### config.mk
export PLATFORM = sky130hd
export DESIGN_NAME = spi_burst_master
export DESIGN_NICKNAME = d
export VERILOG_FILES = /design/src/rtl/spi_burst_master.sv
export SDC_FILE = /design/constraint.sdc
export NUM_CORES = 1
export LEC_CHECK = 0
export CORE_ASPECT_RATIO = 1.2
export CORE_MARGIN = 8
export CORE_UTILIZATION = 57
export CTS_CLUSTER_DIAMETER = 100
export DETAILED_ROUTE_END_ITERATION = 16
export PLACE_DENSITY_LB_ADDON = 0.12
export SLEW_MARGIN = 20
export SYNTH_ARGS = -nofsm -noshare
export SYNTH_HDL_FRONTEND = slang
export SYNTH_SLANG_ARGS = --single-unit
### constraint.sdc
create_clock -name Mclk -period 3.6 [get_ports Mclk]
set_clock_uncertainty 0.2 [all_clocks]
set_input_delay 1.08 -clock Mclk [delete_from_list [all_inputs] [get_ports Mclk]]
set_output_delay 1.08 -clock Mclk [all_outputs]
set_load 0.02 [all_outputs]
### src/rtl/spi_burst_master.sv
// SPI master running address-plus-burst read/write transactions in any SPI mode.
// Byte-level write handshake on the host side, streaming read bytes out.
module spi_burst_master #(
    parameter int CLK_DIV   = 4,
    parameter int MAX_BYTES = 16,
    parameter int LEN_W     = 5
) (
    input  logic             Mclk,
    input  logic             nReset,
    input  logic             start,
    input  logic             rw,
    input  logic [1:0]       mode,
    input  logic [6:0]       addr,
    input  logic [LEN_W-1:0] len,
    input  logic [7:0]       tx_data,
    input  logic             tx_valid,
    output logic             tx_ready,
    output logic [7:0]       rx_data,
    output logic             rx_valid,
    output logic             busy,
    output logic             done,
    output logic             spi_clk,
    output logic             spi_cs,
    output logic             spi_mosi,
    input  logic             spi_miso
);
    localparam int DIV_W = $clog2(CLK_DIV);

    typedef enum logic [2:0] {IDLE, SETUP, SHIFT, FETCH, HOLD} state_t;
    state_t state, state_nx;

    logic [DIV_W-1:0] div_cnt;
    logic [3:0]       edge_cnt;   // SCLK edges already issued in the current byte
    logic [7:0]       tx_sh, rx_sh;
    logic [LEN_W-1:0] remain;     // data bytes not yet fetched
    logic             rw_q, cpol_q, cpha_q, addr_phase, rx_pend;
    logic             tick, lead, last_edge, sample, fetch_go;
    logic [LEN_W-1:0] len_clamp;

    assign len_clamp = (len > LEN_W'(MAX_BYTES)) ? LEN_W'(MAX_BYTES) : len;
    assign tick      = (div_cnt == DIV_W'(CLK_DIV - 1));
    assign lead      = ~edge_cnt[0];
    assign last_edge = (edge_cnt == 4'd15);
    // CPHA=0 samples on leading edges, CPHA=1 on trailing edges
    assign sample    = lead ^ cpha_q;
    assign fetch_go  = (state == FETCH) && (rw_q || tx_valid);
    assign tx_ready  = (state == FETCH) && !rw_q && tx_valid;

    always_ff @(posedge Mclk or negedge nReset) begin
        if (!nReset) state <= IDLE;
        else         state <= state_nx;
    end

    always_comb begin
        state_nx = state;
        unique case (state)
            IDLE:  if (start) state_nx = SETUP;
            SETUP: if (tick) state_nx = SHIFT;
            SHIFT: if (tick && last_edge) state_nx = (remain != '0) ? FETCH : HOLD;
            FETCH: if (fetch_go) state_nx = SHIFT;
            HOLD:  if (tick) state_nx = IDLE;
            default: state_nx = IDLE;
        endcase
    end

    always_ff @(posedge Mclk or negedge nReset) begin
        if (!nReset) begin
            div_cnt    <= '0;
            edge_cnt   <= '0;
            tx_sh      <= '0;
            rx_sh      <= '0;
            remain     <= '0;
            rw_q       <= 1'b0;
            cpol_q     <= 1'b0;
            cpha_q     <= 1'b0;
            addr_phase <= 1'b0;
            rx_pend    <= 1'b0;
            rx_data    <= '0;
            rx_valid   <= 1'b0;
            busy       <= 1'b0;
            done       <= 1'b0;
            spi_clk    <= 1'b0;
            spi_cs     <= 1'b1;
            spi_mosi   <= 1'b0;
        end else begin
            done     <= 1'b0;
            rx_valid <= 1'b0;
            if ((state == SETUP || state == SHIFT || state == HOLD) && !tick)
                div_cnt <= div_cnt + 1'b1;
            else
                div_cnt <= '0;
            // received byte is published one cycle after its last sampling edge
            if (rx_pend) begin
                rx_data  <= rx_sh;
                rx_valid <= 1'b1;
                rx_pend  <= 1'b0;
            end
            unique case (state)
                IDLE: if (start) begin
                    rw_q       <= rw;
                    cpol_q     <= mode[1];
                    cpha_q     <= mode[0];
                    remain     <= len_clamp;
                    busy       <= 1'b1;
                    spi_cs     <= 1'b0;
                    spi_clk    <= mode[1];
                    edge_cnt   <= '0;
                    addr_phase <= 1'b1;
                    if (mode[0]) begin
                        tx_sh    <= {rw, addr};
                        spi_mosi <= 1'b0;
                    end else begin
                        tx_sh    <= {addr, 1'b0};
                        spi_mosi <= rw;
                    end
                end
                SHIFT: if (tick) begin
                    spi_clk  <= ~spi_clk;
                    edge_cnt <= edge_cnt + 4'd1;
                    if (sample) begin
                        rx_sh <= {rx_sh[6:0], spi_miso};
                        if (edge_cnt[3:1] == 3'b111 && rw_q && !addr_phase)
                            rx_pend <= 1'b1;
                    end else begin
                        spi_mosi <= tx_sh[7];
                        tx_sh    <= {tx_sh[6:0], 1'b0};
                    end
                    if (last_edge) addr_phase <= 1'b0;
                end
                FETCH: if (fetch_go) begin
                    remain <= remain - 1'b1;
                    if (rw_q) begin
                        tx_sh    <= '0;
                        spi_mosi <= 1'b0;
                    end else if (cpha_q) begin
                        tx_sh <= tx_data;
                    end else begin
                        // CPHA=0 needs the MSB on the wire before the first leading edge
                        tx_sh    <= {tx_data[6:0], 1'b0};
                        spi_mosi <= tx_data[7];
                    end
                end
                HOLD: if (tick) begin
                    spi_cs <= 1'b1;
                    busy   <= 1'b0;
                    done   <= 1'b1;
                end
                default: ;
            endcase
        end
    end
endmodule
==> results.md <==
- Clock-pin slew on the worst setup and hold paths: ~0.09 ns
- Syn Inst Count: around 220
- Critical Path, Cell by Cell: clkdlybuf4s50_1 -> and3_1 -> dlymetal6s2s_1
- Final Critical Period: 3.193 ns
- PortBufs: 42
- Final worst slack: 0.4072 ns
- Worst skew pair latency: around 0.30 ns
- Root Buffer: clkbuf_8
- Pre-CTS setup slack: around 0.021 ns
- First-pass GRT wire length: 8.769 mm
- Die height: 88.40 um
- Number of global-route vias before repair: 1833
- Yosys cell types: 47
- Buffers & Inverters on Critical Path: 2
- CP max stage cell: clkdlybuf4s50_1
- Worst vdd ir: 518.7 uV
- Worst setup SP type: input pin
- Filler cells: 335
- Die area: 6748 um2
- Post-Syn Nets: 255
- Post-CTS Hold Buffers: 0
- Detailed Route WL: 5.074 mm
- Largest net degree at the start of global routing: 26
- Yosys warnings: 0
- Cell row count: 26
- Worst Path Max Fanout: 2
- Detailed Place HPWL: roughly 3.7 mm
- Critical Path AT: 1.91 ns
- Rel. slew slack: a little over half
- H-Tree Level Count: 2
- Lkg Pwr: 1.389 nW
- Drt first-iter violations: 112
- Mapped cell area: about 2500 um2
- Max Clk Rate: 313.2 MHz
- PnR Total Power: 1.925 mW
- Critical path class: input pin to primary output
- Setup TNS Final: 0 ns
- Synthesis-to-layout area growth: 21.86%
- Initial antenna violation count: 0
- Vias: roughly 1800
- Number of standard cells in the final layout excluding fillers: 320
- Setup violations, final: 0
- Vias per Instance: 5.775
- 1st-pass router iterations: 4
- MaxCap Viol Count: 0
- Status: completed
- WL/cell: roughly 16 um
- CTS buffer count: 5
- Syn Area/Cell: 11.12 um2
- Register area share after synthesis: approximately 48%
- Core area: 4229 um2
- Worst setup EP type: primary output
- Fraction of layout cells with a size suffix above 1: 19.32%
- Worst path max stage delay: 0.47 ns
- Slew Limit Fails: 0
- Hold crit path type: register to register
- Clk buf depth: 2
- I/O pin total: 43
- Post-synthesis sequential element count: 48
- Top delay family on crit path: buffers and inverters
- Antenna Nets Post-Route: 0
- Power density over the cells: 634.4 nW/um2
- Fraction of registers with async set/reset: 100.0%
- CTS sink cnt: 48
- GPL Wtd Cong: 0.8059
- Nets: between 200 and 300
- Final hold vios: 0
- Overflow after GRT: 0
- Fin crit share: 88.69%
- CTS tree: built
- Most used DFF post-synth: dfrtp_1
- Placed insts: 312
- Total GRT Usage: between 15 and 20%
- Ant diodes: 0
- Starting density of the core: 58.88%
- Residual DRC count: 0
- Post-synth EDFFs: 0
- Slew @ Worst Pin: 0.6818 ns
- Unrepaired setup endpoints after global routing: no
- Die width: 76.34 um
- Worst endpoint required time: between 2 and 2.5 ns
[metrics by stage]
| stage | area, um2 | utilization, % | hold WS [ns] |
|---|---|---|---|
| after global placement | 2935 | 69.41 | 0.2131 |
| after detailed placement | 2935 | 69.41 | 0.2179 |
| after floorplan | 2490 | - | 0.1519 |
| after CTS | 3032 | 71.69 | 0.2278 |
| final | 3034 | 71.75 | 0.2264 |
| after global routing | 3034 | 71.75 | 0.2642 |
[state kept, by name (all words and copies together), names as in the netlist]
| name | count |
|---|---|
| rx_data | 8 |
| rx_sh | 8 |
| tx_sh | 8 |
| remain | 5 |
| edge_cnt | 4 |
| state | 3 |
| div_cnt | 2 |
| addr_phase | 1 |
| busy | 1 |
| cpha_q | 1 |
| done | 1 |
| rw_q | 1 |
| rx_pend | 1 |
| rx_valid | 1 |
| spi_clk | 1 |
| spi_cs | 1 |
| spi_mosi | 1 |
[power by group]
group          internal, mW  total, mW  switching, mW
logic                 0.395      0.822          0.427
clock network         0.157      0.335          0.178
registers             0.669      0.768         0.0993
total                  1.22       1.92          0.704
[placed cells by master (no fill, tap or decap), types with 2 or more instances in the layout]
master,count
dfrtp_1,47
clkdlybuf4s50_1,40
mux2_2,32
nand2_1,16
nor2_1,14
a21oi_1,13
o21ai_0,9
mux2i_1,9
a221oi_1,8
inv_1,7
clkbuf_8,6
buf_4,5
nand3_1,4
o211ai_1,3
nor2b_1,3
and3_1,3
xor2_1,3
nor3_1,3
ha_1,3
nor3b_1,2
nand2b_1,2
nand3b_1,2
nor4bb_1,2
[worst paths after layout]
kind	start	to	slack (ns)	cells after the start
max in group asynchronous	nReset	spi_cs$_DFFE_PN1P_	1.88	2
setup reg to reg	state[0]$_DFFE_PN0P_	tx_sh[3]$_DFFE_PN0P_	1.35	5
hold reg to reg	addr_phase$_DFFE_PN0P_	rx_pend$_DFF_PN0_	0.23	1
min in group asynchronous	nReset	edge_cnt[0]$_DFFE_PN0P_	0.56	1
hold / removal	addr_phase$_DFFE_PN0P_	rx_pend$_DFF_PN0_	0.23	1
setup / recovery	tx_valid	tx_ready	0.41	3
[synth_stat cells, types with 2 or more instances]
cell type   n  area (um2)
nand2b_1    2       12.51
nor3b_1     2       15.01
clkbuf_1    8       30.03
inv_1       7       26.28
a21oi_1    13       65.06
nand2_1    16       60.06
nor4bb_1    2       20.02
nor2_1     14       52.55
buf_6       2       22.52
mux2_2     32       360.4
dfrtp_1    47        1176
nand3b_1    2       15.01
o21ai_0     9       45.04
and3_1      3       18.77
mux2i_1     9       90.09
xor2_1      3       26.28
nor2b_1     3       18.77
ha_1        3       37.54
a221oi_1    8       70.07
nand3_1     4       20.02
o211ai_1    3       22.52
nor3_1      3       15.01
buf_2       5       25.02
[cells by family after synthesis]
logic type	Yosys count	synth area share [%]
buffers and inverters	23	4.321
adder cells (fa/ha/maj)	3	1.508
XOR/XNOR	4	1.709
multiplexers	41	18.09
flip-flops	48	48.29
AND/OR/NAND/NOR	60	13.57
AO/OA/AOI/OAI	45	12.51
[final cells by class]
class	count	area (um2)	share of cell area [%]
repair buffers	47	455.4	15.01
clock inverters	2	13.76	0.4536
inverters	8	30.03	0.9897
clock buffers	6	82.58	2.722
flip-flops and latches	48	1202	39.63
multi-input cells	153	1180	38.89
well taps	56	70.07	2.309
[metal layers]
metal  up-vias  part of all wire [%]  track usage, %
met5         -                     0               0
met4         0                   1.3           5.779
met3         5                   4.4           4.065
met2        41                    49           27.15
met1       906                    45           19.14
li1        896                     -               -
[what timing repair did]
action                                  in CTS  in global routing
endpoints found under the hold margin        0                  0
endpoints found under the setup margin       0                  1
buffers inserted                             0                  0
gates resized for setup                      0                  1
No activity file was read; power rests on OpenSTA's default activity.
